===== src/rtl/fp16_pkg.sv =====
// Shared binary16 format definitions and op encodings for the fp16 add/multiply unit.
package fp16_pkg;

  localparam int EXP_W  = 5;
  localparam int FRAC_W = 10;
  localparam int BIAS   = 15;

  localparam logic [15:0] QNAN    = 16'h7E00;
  localparam logic [15:0] POS_INF = 16'h7C00;
  localparam logic [15:0] NEG_INF = 16'hFC00;

  localparam logic OP_ADD = 1'b0;
  localparam logic OP_MUL = 1'b1;

  typedef struct packed {
    logic              sign;
    logic [EXP_W-1:0]  exp;
    logic [FRAC_W-1:0] frac;
  } fp16_t;

endpackage


===== src/rtl/fp16_add_mul_if.sv =====
// Operand/result bundle for the fp16 add/multiply unit; no backpressure path exists.
interface fp16_add_mul_if;
  import fp16_pkg::*;

  logic  in_valid;
  logic  op;
  fp16_t a;
  fp16_t b;
  logic  out_valid;
  fp16_t s;

  modport master (output in_valid, op, a, b, input out_valid, s);
  modport slave  (input in_valid, op, a, b, output out_valid, s);
endinterface


===== src/rtl/fp16_round_pack.sv =====
// Round-to-nearest-even, overflow to Inf, flush-to-zero underflow and packing of a
// normalised significand {1.frac[9:0], guard, round, sticky} with an unbiased exponent.
module fp16_round_pack
  import fp16_pkg::*;
(
  input  logic              sign,
  input  logic              zero,
  input  logic signed [7:0] exp,
  input  logic [13:0]       sig,
  output fp16_t             res
);

  logic              up;
  logic [11:0]       rnd;
  logic signed [8:0] bexp;

  always_comb begin
    up   = sig[2] & (sig[1] | sig[0] | sig[3]);
    rnd  = {1'b0, sig[13:3]} + {11'b0, up};
    // rounding carry leaves 1.000..0, so the exponent steps up by one
    bexp = {exp[7], exp} + 9'(BIAS) + {8'b0, rnd[11]};

    res = {sign, 15'b0};
    if (zero || bexp < 9'sd1) begin
      res = {sign, 15'b0};
    end else if (bexp >= 9'sd31) begin
      res = sign ? NEG_INF : POS_INF;
    end else begin
      res.sign = sign;
      res.exp  = bexp[4:0];
      res.frac = rnd[11] ? rnd[10:1] : rnd[9:0];
    end
  end

endmodule


===== src/rtl/fp16_add_mul.sv =====
// Registered binary16 a+b / a*b unit, one result per cycle, 1-cycle latency, FTZ + RNE.
// Add and multiply paths share one round/pack stage; specials override its result.
module fp16_add_mul
  import fp16_pkg::*;
(
  input logic           clk,
  input logic           rst,
  fp16_add_mul_if.slave bus
);

  fp16_t       a, b, rp_res, result;
  logic        za, zb, infa, infb, nana, nanb, is_mul;
  logic [10:0] ma, mb;

  assign a      = bus.a;
  assign b      = bus.b;
  assign is_mul = (bus.op == OP_MUL);
  assign za     = (a.exp == 5'd0);
  assign zb     = (b.exp == 5'd0);
  assign infa   = (a.exp == 5'h1f) && (a.frac == '0);
  assign infb   = (b.exp == 5'h1f) && (b.frac == '0);
  assign nana   = (a.exp == 5'h1f) && (a.frac != '0);
  assign nanb   = (b.exp == 5'h1f) && (b.frac != '0);
  assign ma     = za ? 11'd0 : {1'b1, a.frac};
  assign mb     = zb ? 11'd0 : {1'b1, b.frac};

  logic              swap, eff_sub, big_sign, lost;
  logic [4:0]        big_exp, sml_exp, d, lz;
  logic [10:0]       mbig, msml;
  logic [24:0]       sml_al;
  logic [25:0]       sum, nrm;
  logic              add_sign, add_zero;
  logic signed [7:0] add_exp;
  logic [13:0]       add_sig;

  always_comb begin
    swap     = {b.exp, mb} > {a.exp, ma};
    big_sign = swap ? b.sign : a.sign;
    big_exp  = swap ? b.exp : a.exp;
    sml_exp  = swap ? a.exp : b.exp;
    mbig     = swap ? mb : ma;
    msml     = swap ? ma : mb;
    d        = big_exp - sml_exp;
    // bits shifted past the LSB are jammed into it; 14 extension bits keep G/R exact
    lost     = |({7'b0, msml, 14'b0} & ((32'd1 << d) - 32'd1));
    sml_al   = ({msml, 14'b0} >> d) | {24'b0, lost};
    eff_sub  = a.sign ^ b.sign;
    sum      = eff_sub ? ({1'b0, mbig, 14'b0} - {1'b0, sml_al})
                       : ({1'b0, mbig, 14'b0} + {1'b0, sml_al});
    lz = 5'd0;
    for (int i = 0; i < 26; i++) begin
      if (sum[i]) lz = 5'(25 - i);
    end
    nrm      = sum << lz;
    add_zero = (sum == '0);
    add_sign = add_zero ? (a.sign & ~eff_sub) : big_sign;
    add_exp  = $signed({3'b000, big_exp}) - 8'sd14 - $signed({3'b000, lz});
    add_sig  = {nrm[25:15], nrm[14], nrm[13], |nrm[12:0]};
  end

  logic [21:0]       prod;
  logic              mul_sign, mul_zero;
  logic signed [7:0] mul_exp;
  logic [13:0]       mul_sig;

  always_comb begin
    prod     = {11'b0, ma} * {11'b0, mb};
    mul_zero = za | zb;
    mul_sign = a.sign ^ b.sign;
    mul_exp  = $signed({3'b000, a.exp}) + $signed({3'b000, b.exp}) - 8'sd30
             + (prod[21] ? 8'sd1 : 8'sd0);
    mul_sig  = prod[21] ? {prod[21:11], prod[10], prod[9], |prod[8:0]}
                        : {prod[20:10], prod[9],  prod[8], |prod[7:0]};
  end

  fp16_round_pack u_round_pack (
    .sign (is_mul ? mul_sign : add_sign),
    .zero (is_mul ? mul_zero : add_zero),
    .exp  (is_mul ? mul_exp  : add_exp),
    .sig  (is_mul ? mul_sig  : add_sig),
    .res  (rp_res)
  );

  always_comb begin
    result = rp_res;
    if (is_mul) begin
      if (nana | nanb | (infa & zb) | (infb & za)) result = QNAN;
      else if (infa | infb)                        result = mul_sign ? NEG_INF : POS_INF;
    end else begin
      if (nana | nanb | (infa & infb & eff_sub))   result = QNAN;
      else if (infa)                               result = a;
      else if (infb)                               result = b;
    end
  end

  always_ff @(posedge clk) begin
    if (rst) begin
      bus.out_valid <= 1'b0;
      bus.s         <= '0;
    end else begin
      bus.out_valid <= bus.in_valid;
      if (bus.in_valid) bus.s <= result;
    end
  end

endmodule


===== src/flat_wrapper.sv =====
// flat-port wrapper written by rule: the top's interface ports become plain ports
module fp16_add_mul_flat import fp16_pkg::*;
  (clk, rst, bus_in_valid, bus_op, bus_a, bus_b, bus_out_valid, bus_s);
  fp16_add_mul_if bus_i ();
  input logic clk;
  input logic rst;
  input wire logic [$bits(bus_i.in_valid)-1:0] bus_in_valid;
  input wire logic [$bits(bus_i.op)-1:0] bus_op;
  input wire logic [$bits(bus_i.a)-1:0] bus_a;
  input wire logic [$bits(bus_i.b)-1:0] bus_b;
  output wire logic [$bits(bus_i.out_valid)-1:0] bus_out_valid;
  output wire logic [$bits(bus_i.s)-1:0] bus_s;
  assign bus_i.in_valid = bus_in_valid;
  assign bus_i.op = bus_op;
  assign bus_i.a = bus_a;
  assign bus_i.b = bus_b;
  assign bus_out_valid = bus_i.out_valid;
  assign bus_s = bus_i.s;
  fp16_add_mul u_core (.clk(clk), .rst(rst), .bus(bus_i));
endmodule

===== config.mk =====
export PLATFORM = sky130hd
export DESIGN_NAME = fp16_add_mul_flat
export DESIGN_NICKNAME = d
export VERILOG_FILES = /design/src/rtl/fp16_pkg.sv /design/src/rtl/fp16_add_mul_if.sv /design/src/rtl/fp16_round_pack.sv /design/src/rtl/fp16_add_mul.sv /design/src/flat_wrapper.sv
export SDC_FILE = /design/constraint.sdc
export NUM_CORES = 1
export LEC_CHECK = 0
export ABC_AREA = 1
export BUFFER_PORTS_ARGS = -buffer_cell sky130_fd_sc_hd__buf_2
export CORE_MARGIN = 2
export CORE_UTILIZATION = 25
export CTS_BUF_LIST = sky130_fd_sc_hd__clkbuf_8
export CTS_CLUSTER_DIAMETER = 80
export DETAILED_ROUTE_END_ITERATION = 16
export PLACE_DENSITY = 0.36
export SYNTH_ARGS = -nofsm -noshare
export SYNTH_HDL_FRONTEND = slang
export SYNTH_SLANG_ARGS = --single-unit

===== constraint.sdc =====
create_clock -name clk -period 30.9 [get_ports clk]
set_clock_uncertainty 0.15 [all_clocks]
set_input_delay 6.18 -clock clk [delete_from_list [all_inputs] [get_ports clk]]
set_output_delay 6.18 -clock clk [all_outputs]
set_load 0.05 [all_outputs]

# Word-level counts from Yosys, hierarchy flattened
# Index checks and enable logic that the tools add are counted.
# op_classes
multipliers	1
n_bitwise	18
reduce_logical	16
n_shift	3
n_mux	52
n_eq_ne	2
add_sub_neg	12
order_cmp	3
# op_table
op	n
16-bit 2-to-1 mux	10
5-bit 2-to-1 mux	28
11-bit 2-to-1 mux	4
25-bit by 32-bit AND with 32-bit output	1
32-bit OR reduction	1
1-bit by 5-bit << shifter with 32-bit output (first input constant)	1
32-bit by 1-bit subtractor with 32-bit output (second input constant)	1
14-bit 2-to-1 mux	2
25-bit by 25-bit adder with 26-bit output	1
26-bit logical NOT	1
26-bit 2-to-1 mux	1
26-bit by 5-bit << shifter with 26-bit output	1
25-bit by 25-bit subtractor with 26-bit output	1
25-bit by 1-bit bitwise OR with 25-bit output	1
25-bit by 5-bit right shift with 25-bit output	1
11-bit by 11-bit multiplier with 22-bit output	1
10-bit logical NOT	2
10-bit nonzero test	2
16-bit greater-than comparator	1
13-bit OR reduction	1
11-bit by 1-bit adder with 12-bit output	1
5-bit == test (second input constant)	2
5-bit logical NOT	2
10-bit 2-to-1 mux	1
other kinds (20)	39
# word_totals
out_inout_bits	17
wordCells	111
reg_bits	17

# Depth between registers and ports, before layout
# Gate-level depths: netlist of the first run.
# depth
ltp_word	53
depth_mapped	90

# Hierarchy
# From an unflattened synthesis of the first run, not the netlist that was laid out.
# unflattened
cells_unflattened	1832
hier_area_um2	11274.6
# by_module_without_submodules
mod	instances	area_each_um2	seq_area_each_um2	cells_per_inst
fp16_add_mul	1	10516.3	340.3	1691
fp16_round_pack	1	758.2	0.0	141

# Least setup slack after synthesis of the first run
# Ideal clock, no wire load.
# synth_timing
path_kind	in2reg
startpoint	input port bus_b[13]
endpoint	register u_core.bus.s[6] (netlist name)
arrival_time_ns	14.898
path_slack_ns	15.787
n_path_buf	3
stages	61
setup_ns	0.064
cell_sequence	inv_1 -> nand4_1 -> clkbuf_1 -> nand2_1 -> inv_1 -> clkbuf_1 -> nand2_1 -> fa_1 -> inv_1 -> ha_1 -> inv_1 -> fa_1 -> fa_1 -> fa_1 -> inv_1 -> ha_1 -> inv_1 -> o31ai_1 -> [... 25 more ...] -> nor2_4 -> nand4_4 -> ha_1 -> ha_1 -> nand2_1 -> nand2_1 -> or2_2 -> a21oi_1 -> o21ai_0 -> nand2_1 -> inv_1 -> nor2_1 -> nand3_1 -> inv_1 -> o211ai_1 -> nor2_1 -> nor2_1 -> nor2_1
# synth_between
elab_chain_cells	53
# synth_rtl
item	line_no	source
start, declared	flat_wrapper.sv:10	input wire logic [$bits(bus_i.b)-1:0] bus_b;
5-bit logical NOT	fp16_add_mul.sv:19	assign zb = (b.exp == 5'd0);
11-bit 2-to-1 mux	fp16_add_mul.sv:25	assign mb = zb ? 11'd0 : {1'b1, b.frac};
16-bit greater-than comparator	fp16_add_mul.sv:37	swap = {b.exp, mb} > {a.exp, ma};
5-bit 2-to-1 mux, on equally long branches	fp16_add_mul.sv:39, fp16_add_mul.sv:40	
5-bit subtractor	fp16_add_mul.sv:43	d = big_exp - sml_exp;
1-bit by 5-bit << shifter with 32-bit output	fp16_add_mul.sv:45	lost = |({7'b0, msml, 14'b0} & ((32'd1 << d) - 32'd1));
32-bit by 1-bit subtractor with 32-bit output	fp16_add_mul.sv:45	
25-bit by 32-bit AND with 32-bit output	fp16_add_mul.sv:45	
[... 37 more ...]	n/a	
9-bit by 1-bit adder with 9-bit output	fp16_round_pack.sv:21	bexp = {exp[7], exp} + 9'(BIAS) + {8'b0, rnd[11]};
9-bit by 6-bit greater-or-equal comparator with 1-bit output or 9-bit by 2-bit < comparator with 1-bit output (tied branches)	fp16_round_pack.sv:26, fp16_round_pack.sv:24	
16-bit 2-to-1 mux or 1-bit logical OR (tied branches)	fp16_round_pack.sv:26, fp16_round_pack.sv:24	
16-bit 2-to-1 mux	fp16_round_pack.sv:24	if (zero || bexp < 9'sd1) begin
16-bit 2-to-1 mux	fp16_add_mul.sv:92	else if (infb) result = b;
16-bit 2-to-1 mux	fp16_add_mul.sv:91	else if (infa) result = a;
16-bit 2-to-1 mux	fp16_add_mul.sv:90	if (nana | nanb | (infa & infb & eff_sub)) result = QNAN;
16-bit 2-to-1 mux (*)	fp16_add_mul.sv:86	if (is_mul) begin
# Mark *: on every way between the ends. The rest lies on a longest branch, timed or not.
# A chain may end at the register's enable or synchronous reset.

# Final worst setup path of the first run
# layout_timing
startpoint	input port bus_b[11]
endpoint	register u_core.bus.s[6] (netlist name)
# layout_between
elab_chain_cells	53
# layout_rtl
item	line_no
5-bit logical NOT	fp16_add_mul.sv:19
11-bit 2-to-1 mux	fp16_add_mul.sv:25
16-bit greater-than comparator	fp16_add_mul.sv:37
5-bit 2-to-1 mux, on equally long branches	fp16_add_mul.sv:39, fp16_add_mul.sv:40
5-bit subtractor	fp16_add_mul.sv:43
1-bit by 5-bit << shifter with 32-bit output	fp16_add_mul.sv:45
32-bit by 1-bit subtractor with 32-bit output	fp16_add_mul.sv:45
25-bit by 32-bit AND with 32-bit output	fp16_add_mul.sv:45
[... 37 more ...]	n/a
9-bit by 1-bit adder with 9-bit output	fp16_round_pack.sv:21
9-bit by 6-bit greater-or-equal comparator with 1-bit output or 9-bit by 2-bit < comparator with 1-bit output (tied branches)	fp16_round_pack.sv:26, fp16_round_pack.sv:24
16-bit 2-to-1 mux or 1-bit logical OR (tied branches)	fp16_round_pack.sv:26, fp16_round_pack.sv:24
16-bit 2-to-1 mux	fp16_round_pack.sv:24
16-bit 2-to-1 mux	fp16_add_mul.sv:92
16-bit 2-to-1 mux	fp16_add_mul.sv:91
16-bit 2-to-1 mux	fp16_add_mul.sv:90
16-bit 2-to-1 mux (*)	fp16_add_mul.sv:86
# Marks and branches as above.

==> qor.yml, run 1 <==
cts_hold_buf: 0
async_flop_share: 0
gp_congestion: 0.883
outcome: "complete, no violations"
synthAdderAreaFrac: 0.292
io_buffers: 52
cts-root-buf: "clkbuf_8"
finalSetupViolCount: 0
area_delta_synth_final_pct: 6.81
antenna_found_initial: 1
dp_hpwl_um: 36100
ys_seq_area_frac: 0.0305
post_cts_buffers: 0
irDropWorstVdd_mv: 0.0394
synthTopCellsByArea: "nand2_1 (16%), fa_1 (15%), ha_1 (14%), inv_1 (8.6%), nand3_1 (7.7%)"
viasPerCell: 4.76
required_ns: 30.94
critical_path.most_common_cell: "nand2_1"
avgSynthCellArea_um2: 6.18
grt.total_usage: 0.183
slew_violations: 0
power_leakage_nw: 6.30
globalRouteMet2Util: 0.320
utilization: 0.270
layout_commonest_cell: "nand2_1"
layout-drive-gt1-share: 0.0903
h-tree-depth: 1
synth_top_family_by_area: "simple AND/OR/NAND/NOR gates"
cts_tree: "built"
syn_area_mm2: 0.0112
tns_ns: 0
diodes: 0
rows: 77
post_cts_resized: 0
synthesis.nets: 2055
io_pins: 53
clock_latency_ns: 0.25
synth_edf_count: 0
synth_cells: 1808
synth_compound_area_frac: 0.136
ys_warn_count: 0
critPathBufInv: 11
cts_buffer_depth: 2
final_nets: 2065
crit_path_top_delay_cell: "nand2_1"
ys_types: 63
drt-pass1-iter-count: 6
grt.busiest_layer: "met2"
arrival_ns: 18.59
met1_usage: 0.252
clkSinkCount: 17
drc: 0
powerDensity_mw_per_mm2: 92.3
synth-simple-area-share: 0.368
holdCritPathClass: "flip-flop to flip-flop"
mostFrequentLayoutCells: "nand2_1 (464), inv_1 (258), nor2_1 (171), nand3_1 (171), ha_1 (128)"
dr.first_iter.drc_count: 622
worst_pin_slew_ns: 0.943
wl_per_cell_um: 17.6
cpPeakStageDelay_ns: 0.68
core-area_mm2: 0.0441
vias: 11500
synthFlopType: "dfxtp_1"
cap_viol_max_count: 0
crit_family: "simple AND/OR/NAND/NOR gates"
fp.dieW_um: 215
use_met3: 0.0136
wirelength_um: 42400
synth_mux_area_frac: 0.00269
synth_xor_area_frac: 0.0421
worst-path-max-fanout: 55
start_util: 0.253
fin_crit_sh: 0.600
die_y_um: 215
grt_pass1_vias: 11800
grt_pass1_wl_um: 67000
grt_max_degree: 56
fmax_mhz: 53.9
timing.slew.headroom: 0.365
crit_type: "input port to flip-flop"
gr-total-overflow: 0
yosysTopAreaCellShare: 0.156
ant_nets: 0
critical_path.startpoint_type: "input port"
rsz0062_at_grt: "no"
ys_ff_latch: 17
critPathCaptureType: "flip-flop"
clk_pin_slew_ns: 0.06
fin_crit_ns: 18.55
yosys.area.top_type: "nand2_1"
cts_buffers: 3
die_area_mm2: 0.0464
finalHoldViolCount: 0
-- logic make-up (layout without fill, tap and decap cells) --
| family | after synthesis | in the layout |
|---|---|---|
| AOI/OAI and AO/OA | 260 | 260 |
| muxes | 3 | 3 |
| and+or+nand+nor | 916 | 916 |
| buffers and inverters | 349 | 358 |
| xor gates and xnor gates | 52 | 52 |
| adders and majority gates | 211 | 211 |
| DFF | 17 | 17 |
-- layer usage --
metal | vias up | routed length [um]
met5 | - | 13
met4 | 2 | 536
met3 | 32 | 1420
met2 | 198 | 19900
met1 | 5429 | 20500
li1 | 5807 | -
-- state kept, by name (all words and copies together) (netlist names) --
name and count:
u_core.bus.out_valid 1, u_core.bus.s 16
-- Yosys cell counts, types with 17 or more instances --
library cell	n
nand2_1	464
inv_1	257
nand3_1	171
nor2_1	171
ha_1	128
fa_1	83
a21oi_1	77
o21ai_0	68
o21ai_1	41
xor2_1	40
inv_2	25
nand2_2	23
nand4_1	20
buf_2	17
dfxtp_1	17
-- where the power goes --
group,switching (mW),internal (mW)
Combinational,0.712,0.345
Clock,0.00694,0.00879
Sequential,0.00205,0.0262
-- tightest hold or removal path, delay by kind of cell (launching register included) --
family / cells / cell delay [ns]
simple gates: 1 / 0.06
flops: 1 / 0.31
compound gates: 1 / 0.05
-- area by class of cell --
cell class | count | area (um2)
clock buffers | 3 | 41.3
clock inverters | 1 | 3.75
fillers | 5150 | 32200
inverters | 297 | 1120
multi-input cells | 1442 | 9390
flip-flops and latches | 17 | 340
well taps | 592 | 741
repair buffers | 57 | 298
-- stage by stage --
stage	cell area, um2	setup WS [ns]	power, mW	instances	hold slack [ns]
2_1_floorplan	11200	15.79	0.828	1808	0.529
3_5_place_dp	11900	12.19	1.09	2405	0.304
4_1_cts	11900	12.42	1.12	2409	0.314
5_1_grt	11900	11.15	1.26	2409	0.341
3_3_place_gp	11900	12.34	1.10	2405	0.305
6_report	11900	12.35	1.10	2409	0.310
-- path summary, 6_finish.rpt --
check	depth (start not counted)	end	slack (ns)	startpoint
setup / recovery	70	u_core.bus.s[6]	12.35	bus_b[11]
hold / removal	2	u_core.bus.s[15]	0.31	u_core.bus.s[15]
setup reg to reg	2	u_core.bus.s[5]	30.10	u_core.bus.s[5]
hold reg to reg	2	u_core.bus.s[15]	0.31	u_core.bus.s[15]
(Power assumes the default switching activity.)
==> run 2, diff against run 1 <==
--- a/config.mk
+++ b/config.mk
@@ -5,14 +5,14 @@
 export SDC_FILE = /design/constraint.sdc
 export NUM_CORES = 1
 export LEC_CHECK = 0
-export ABC_AREA = 1
+export ABC_AREA = 0
 export BUFFER_PORTS_ARGS = -buffer_cell sky130_fd_sc_hd__buf_2
 export CORE_MARGIN = 2
 export CORE_UTILIZATION = 25
 export CTS_BUF_LIST = sky130_fd_sc_hd__clkbuf_8
 export CTS_CLUSTER_DIAMETER = 80
 export DETAILED_ROUTE_END_ITERATION = 16
-export PLACE_DENSITY = 0.36
+export PLACE_DENSITY = 0.37
 export SYNTH_ARGS = -nofsm -noshare
 export SYNTH_HDL_FRONTEND = slang
 export SYNTH_SLANG_ARGS = --single-unit
==> constraint.sdc (replaced) <==
create_clock -name clk -period 15.7 [get_ports clk]
set_clock_uncertainty 0.15 [all_clocks]
set_input_delay 3.14 -clock clk [delete_from_list [all_inputs] [get_ports clk]]
set_output_delay 3.14 -clock clk [all_outputs]
set_load 0.05 [all_outputs]
==> run 2 against run 1 <==
Total power grew 150%. Clock power grew 100%. Final area grew 21%. Synthesized cell count shrank 3.6%. Non-clock buffer count grew 109. Count of clock-buffer cells in the layout is the same. Register-to-register slack lost 15 ns. Utilization grew 1.6 points. First-iteration DRC count grew 53%. Sequential cell count is the same. Worst setup slack lost 12 ns. Largest cell class unchanged.
==> qor.yml, run 2 <==
powerDensity_mw_per_mm2: 188  # +100%
h-tree-depth: 1  # unchanged
critical_path.most_common_cell: "ha_1"
syn_area_mm2: 0.0127  # +14%
die_area_mm2: 0.0526  # +13%
clk_pin_slew_ns: 0.07  # about the same
wl_per_cell_um: 21.8  # +24%
worst_pin_slew_ns: 1.20  # +0.255 ns
timing.hold.ws_ns: 0.296  # -0.0141 ns
grt_max_degree: 40  # -29%
cts_buffer_depth: 2  # unchanged
reg2regPathDepth: 2  # unchanged
area_delta_synth_final_pct: 13.3
io_buffers: 52  # unchanged
outcome: "complete, no violations"
worst-path-max-fanout: 26  # -53%
die_y_um: 229  # +6.5%
irDropWorstVdd_mv: 0.0917  # +130%
final_nets: 2074  # +0.44%
synth_edf_count: 0  # unchanged
top_register: "u_core.bus.s"
regToRegEndpoint: "u_core.bus.s[9]"
crit_type: "input port to flip-flop"
hold-path-cell-count: 2  # unchanged
cts-root-buf: "clkbuf_8"
io_pins: 53  # unchanged
async_flop_share: 0  # unchanged
clock_latency_ns: 0.25  # about the same
largestRegisters: "u_core.bus.s (16), u_core.bus.out_valid (1)"
finalHoldViolCount: 0  # unchanged
viasPerCell: 5.33  # +12%
holdPathEnd: "u_core.bus.s[2]"
ys_types: 112  # +78%
fp.dieW_um: 229  # +6.5%
r2r_start: "u_core.bus.s[9]"
dp_slack_ns: -0.0374  # -12.22 ns
drt-pass1-iter-count: 5  # -1
synth_cells: 1743  # -3.6%
synthTopCellsByArea: "fa_1 (13%), ha_1 (13%), nand2_1 (5.9%), inv_1 (5.5%), nor2_1 (4.1%)"
synthFlopType: "dfxtp_1"
power_leakage_nw: 6.55  # +3.8%
arrival_ns: 15.06  # -3.53 ns
dp_hpwl_um: 45800  # +27%
fin_crit_ns: 15.04
grt.total_usage: 0.203  # +0.0205
layout-drive-gt1-share: 0.160  # +0.0697
cap_viol_max_count: 0  # unchanged
tns_ns: 0  # unchanged
layout_commonest_cell: "nand2_1"
drc: 0  # unchanged
p_total_mw: 2.71  # +150%
setup_slack_ns: 0.660  # -11.69 ns
yosysMostFrequentCell: "nand2_1"
mostFrequentLayoutCells: "nand2_1 (198), inv_1 (185), nor2_1 (138)"
fmax_mhz: 66.5
cts_buffers: 3  # unchanged
ys_warn_count: 0  # unchanged
avgSynthCellArea_um2: 7.28  # +18%
required_ns: 15.72  # -15.22 ns
holdCritPathClass: "flip-flop to flip-flop"
timing.slew.headroom: 0.193  # -0.172
gp_congestion: 0.917  # +3.9%
grt_pass1_vias: 13400  # +14%
rows: 82  # +6.5%
fin_crit_sh: 0.958
crit_path_top_delay_cell: "or4_1"
synthesis.nets: 1990  # -3.2%
gr-total-overflow: 0  # unchanged
min-delay-start: "u_core.bus.s[2]"
ys_seq_area_frac: 0.0268  # -0.00365
synthTopCellsByCount: "nand2_1 (200), inv_1 (185), nor2_1 (140)"
vias: 13300  # +16%
ys_ff_latch: 17  # unchanged
rrSetupSlack_ns: 14.83  # -15.27 ns
slew_violations: 0  # unchanged
ant_nets: 0  # unchanged
grt_pass1_wl_um: 83700  # +25%
yosys.area.top_type: "fa_1"
core-area_mm2: 0.0502  # +14%
cpPeakStageDelay_ns: 0.54  # -0.14 ns
start_util: 0.253  # about the same
largest_reg_flops: 16  # unchanged
cts_tree: "built"
critPathCaptureType: "flip-flop"
clkSinkCount: 17  # unchanged
cts_hold_buf: 0  # unchanged
finalSetupViolCount: 0  # unchanged
critical_path.startpoint_type: "input port"
yosysTopAreaCellShare: 0.131  # -0.0250
wirelength_um: 54500  # +29%
dr.first_iter.drc_count: 949  # +53%
antenna_found_initial: 2  # +1
-- run 2: cell type report --
type,count,area [um2]
clock buffer,3,41.3
clock inverter,1,3.75
inverter,192,729
fill,5611,35800
timing repair buffer,166,1150
sequential,17,340
tap,672,841
antenna,2,5.00
multi-input combinational,1447,11300
-- run 2: cells by family (layout without fill, tap and decap cells) --
group                      count (synthesis)  after routing  synth area share
and+or+nand+nor                          640            640             0.256
AOI/OAI and AO/OA                        464            464             0.257
DFF                                       17             17            0.0268
other                                      0              2                 0
buffers and inverters                    279            362            0.0919
muxes                                     74             74            0.0707
adders and majority gates                212            212             0.258
xor gates and xnor gates                  57             57            0.0393
-- run 2: what timing repair did --
item / CTS / global route
buffers inserted: 0 / 12
gates resized for setup: 0 / 24
setup endpoints to repair: 0 / 15
-- run 2: worst max-delay path: cells and delay by family --
family | cells | cell delay [ns]
AOI/OAI and AO/OA | 23 | 4.67
and+or+nand+nor | 17 | 3.32
buffers and inverters | 7 | 1.02
adders and majority gates | 6 | 1.66
muxes | 4 | 1.22
-- run 2: worst max path at each step --
stage,from,endpoint,slack (ns),cells after the start
2_1_floorplan,bus_b[11],u_core.bus.s[2],0.43,60
3_3_place_gp,bus_b[11],u_core.bus.s[6],0.17,53
3_5_place_dp,bus_b[11],u_core.bus.s[4],-0.04,56
4_1_cts,bus_b[11],u_core.bus.s[4],0.23,56
5_1_grt,bus_b[11],u_core.bus.s[9],-0.03,57
6_report,bus_b[11],u_core.bus.s[9],0.66,57
-- run 2: power breakdown --
part           leakage (nW)  internal, mW  switching (mW)
Sequential            0.139        0.0505         0.00393
Combinational          6.38         0.977            1.64
Clock                0.0269        0.0173          0.0147
Total                  6.55          1.05            1.66
-- run 2: layer usage --
layer	up-vias	routed length [um]	track usage
li1	6374	-	-
met3	26	1490	0.00784
met4	0	669	0.0237
met2	270	25500	0.347
met1	6648	26900	0.292
met5	-	0	0
-- run 2: stage by stage --
step                area [um2]  std cells   util
detailed placement       14100       2482  0.281
floorplan                12700       1743      -
global placement         14100       2482  0.281
global route             14400       2500  0.287
finish                   14400       2500  0.287
CTS                      14200       2486  0.282
==> run 3, diff against run 2 <==
--- a/config.mk
+++ b/config.mk
@@ -7,7 +7,6 @@
 export LEC_CHECK = 0
 export ABC_AREA = 0
 export BUFFER_PORTS_ARGS = -buffer_cell sky130_fd_sc_hd__buf_2
-export CORE_MARGIN = 2
 export CORE_UTILIZATION = 25
 export CTS_BUF_LIST = sky130_fd_sc_hd__clkbuf_8
 export CTS_CLUSTER_DIAMETER = 80
==> run 3 against run 2 <==
Worst hold slack worse by 0.00060 ns. Sequential cell count is the same. Sequential power about the same. Global-route usage increased by 0.53 points. Register-to-register slack about the same. Non-clock buffer count down 17. Maximum frequency about the same. Via count is 0.53% lower. Worst setup slack improved by 0.0056 ns. Sequential share of layout area about the same. Critical path depth unchanged. Final area decreased by 1.3%. Critical endpoint is now u_core.bus.s[5].
==> qor.yml, run 3 (synthesis results as in run 2) <==
start_util: 0.253  # +0.000518
largest_reg_flops: 16  # unchanged
layout_commonest_cell: "nand2_1"
crit_path_top_delay_cell: "or4_1"
critical_path.startpoint_type: "input port"
n_fill_cell: 5685  # +1.3%
fin_crit_sh: 0.958  # about the same
irDropWorstVdd_mv: 0.0849  # -7.5%
powerDensity_mw_per_mm2: 187  # -0.59%
p_clk_frac: 0.012  # about the same
clk_pin_slew_ns: 0.07  # about the same
worst-path-max-fanout: 15  # -42%
clock_latency_ns: 0.25  # about the same
largestRegisters: "u_core.bus.s (16), u_core.bus.out_valid (1)"
h-tree-depth: 1  # unchanged
fin_crit_ns: 15.03  # -0.00563 ns
required_ns: 15.73  # about the same
worst_pin_slew_ns: 0.987  # -0.211 ns
diodes: 0  # -2
mostFrequentLayoutCells: "nand2_1 (198), inv_1 (185), nor2_1 (140)"
final_nets: 2057  # -0.82%
arrival_ns: 15.06  # about the same
area_delta_synth_final_pct: 11.9
dp_slack_ns: -0.00184  # +0.0356 ns
wl_per_cell_um: 21.7  # -0.51%
grt_max_degree: 41  # +2.5%
finalHoldViolCount: 0  # unchanged
gp_congestion: 0.909  # -0.89%
cpPeakStageDelay_ns: 0.53  # about the same
cts_buffers: 3  # unchanged
grt_pass1_vias: 13300  # -0.99%
ant_nets: 0  # unchanged
grt.total_usage: 0.209  # +0.00534
io_pins: 53  # unchanged
dp_cells: 2473  # -0.36%
critPathCaptureType: "flip-flop"
grt_pass1_wl_um: 82200  # -1.8%
p_sw_mw: 1.65  # -0.68%
drt-pass1-iter-count: 6  # +1
dr.first_iter.drc_count: 1055  # +11%
antenna_found_initial: 1  # -1
cts_buffer_depth: 2  # unchanged
viasPerCell: 5.34  # +0.23%
die_area_mm2: 0.0517  # -1.7%
intPower_mw: 1.01  # -3.7%
wirelength_um: 53800  # -1.3%
pwr-share-seq: 0.020  # about the same
drc: 0  # unchanged
cts-root-buf: "clkbuf_8"
fp.dieW_um: 227  # -0.87%
power_frac_comb: 0.967  # about the same
slew_violations: 0  # unchanged
top_register: "u_core.bus.s"
crit_family: "compound AO/OA/AOI/OAI gates"
p_total_mw: 2.66  # -1.8%
power_leakage_nw: 6.45  # -1.4%
finalSetupViolCount: 0  # unchanged
core-area_mm2: 0.0501  # -0.20%
fin_cells: 2481  # -0.76%
layout-drive-gt1-share: 0.149  # -0.0107
gr-total-overflow: 0  # unchanged
outcome: "complete, no violations"
cap_viol_max_count: 0  # unchanged
p_sw_frac: 0.621  # +0.00727
timing.slew.headroom: 0.335  # +0.142
critPathBufInv: 8  # +1
dp_hpwl_um: 45100  # -1.5%
holdCritPathClass: "flip-flop to flip-flop"
vias: 13200  # -0.53%
fmax_mhz: 66.5  # about the same
io_buffers: 52  # unchanged
rows: 82  # unchanged
crit_type: "input port to flip-flop"
utilization: 0.283  # -0.00304
die_y_um: 227  # -0.87%
setup_slack_ns: 0.665  # +0.00563 ns
tns_ns: 0  # unchanged
cts_tree: "built"
clkSinkCount: 17  # unchanged
## run 3: final timing paths
check,start,slack [ns],cells after the start,end
worst min register to register,u_core.bus.s[2],0.30,2,u_core.bus.s[2]
worst max-delay path,bus_b[11],0.67,57,u_core.bus.s[5]
worst max register to register,u_core.bus.s[9],14.84,2,u_core.bus.s[9]
worst min-delay path,u_core.bus.s[2],0.30,2,u_core.bus.s[2]
## run 3: metrics by stage
| stage | hold slack, ns | area (um2) |
|---|---|---|
| floorplan | 0.513 | 12700 |
| global placement | 0.285 | 14000 |
| detailed placement | 0.293 | 14000 |
| CTS | 0.301 | 14100 |
| global route | 0.317 | 14200 |
| finish | 0.295 | 14200 |
## run 3: worst reg2reg max path, cell delays in order, from the launching register on
cell and delay (ns):
dfxtp_1 0.33, a32oi_1 0.19, o31ai_2 0.09
## run 3: power groups by stage
| stage | sequential, mW | clock, mW | combinational [mW] |
|---|---|---|---|
| 2_1_floorplan | 0.0802 | 0 | 1.69 |
| 6_report | 0.0543 | 0.0332 | 2.57 |
| 3_3_place_gp | 0.0551 | 0 | 2.54 |
| 4_1_cts | 0.0544 | 0.0338 | 2.53 |
| 3_5_place_dp | 0.0551 | 0 | 2.52 |
| 5_1_grt | 0.0552 | 0.0348 | 2.82 |
## run 3: final cells by class
class	instances	area (um2)	share of cell area
clock inverter	1	3.75	0.000264
tap	672	841	0.0592
inverter	192	723	0.0510
multi-input combinational	1447	11300	0.793
sequential	17	340	0.0240
timing repair buffer	149	988	0.0696
clock buffer	3	41.3	0.00291
## run 3: repair_timing
item                       4_1_cts  5_1_grt
hold buffers                     0        0
gates resized for setup          0       16
setup buffers                    0        4
setup endpoints to repair        0       15
## run 3: layer usage
metal | part of all wire | vias to the layer above | track usage
met1 | 0.48 | 6541 | 0.297
met3 | 0.039 | 54 | 0.0136
li1 | - | 6332 | -
met5 | 0.00024 | - | 0
met4 | 0.028 | 2 | 0.0524
met2 | 0.45 | 318 | 0.339
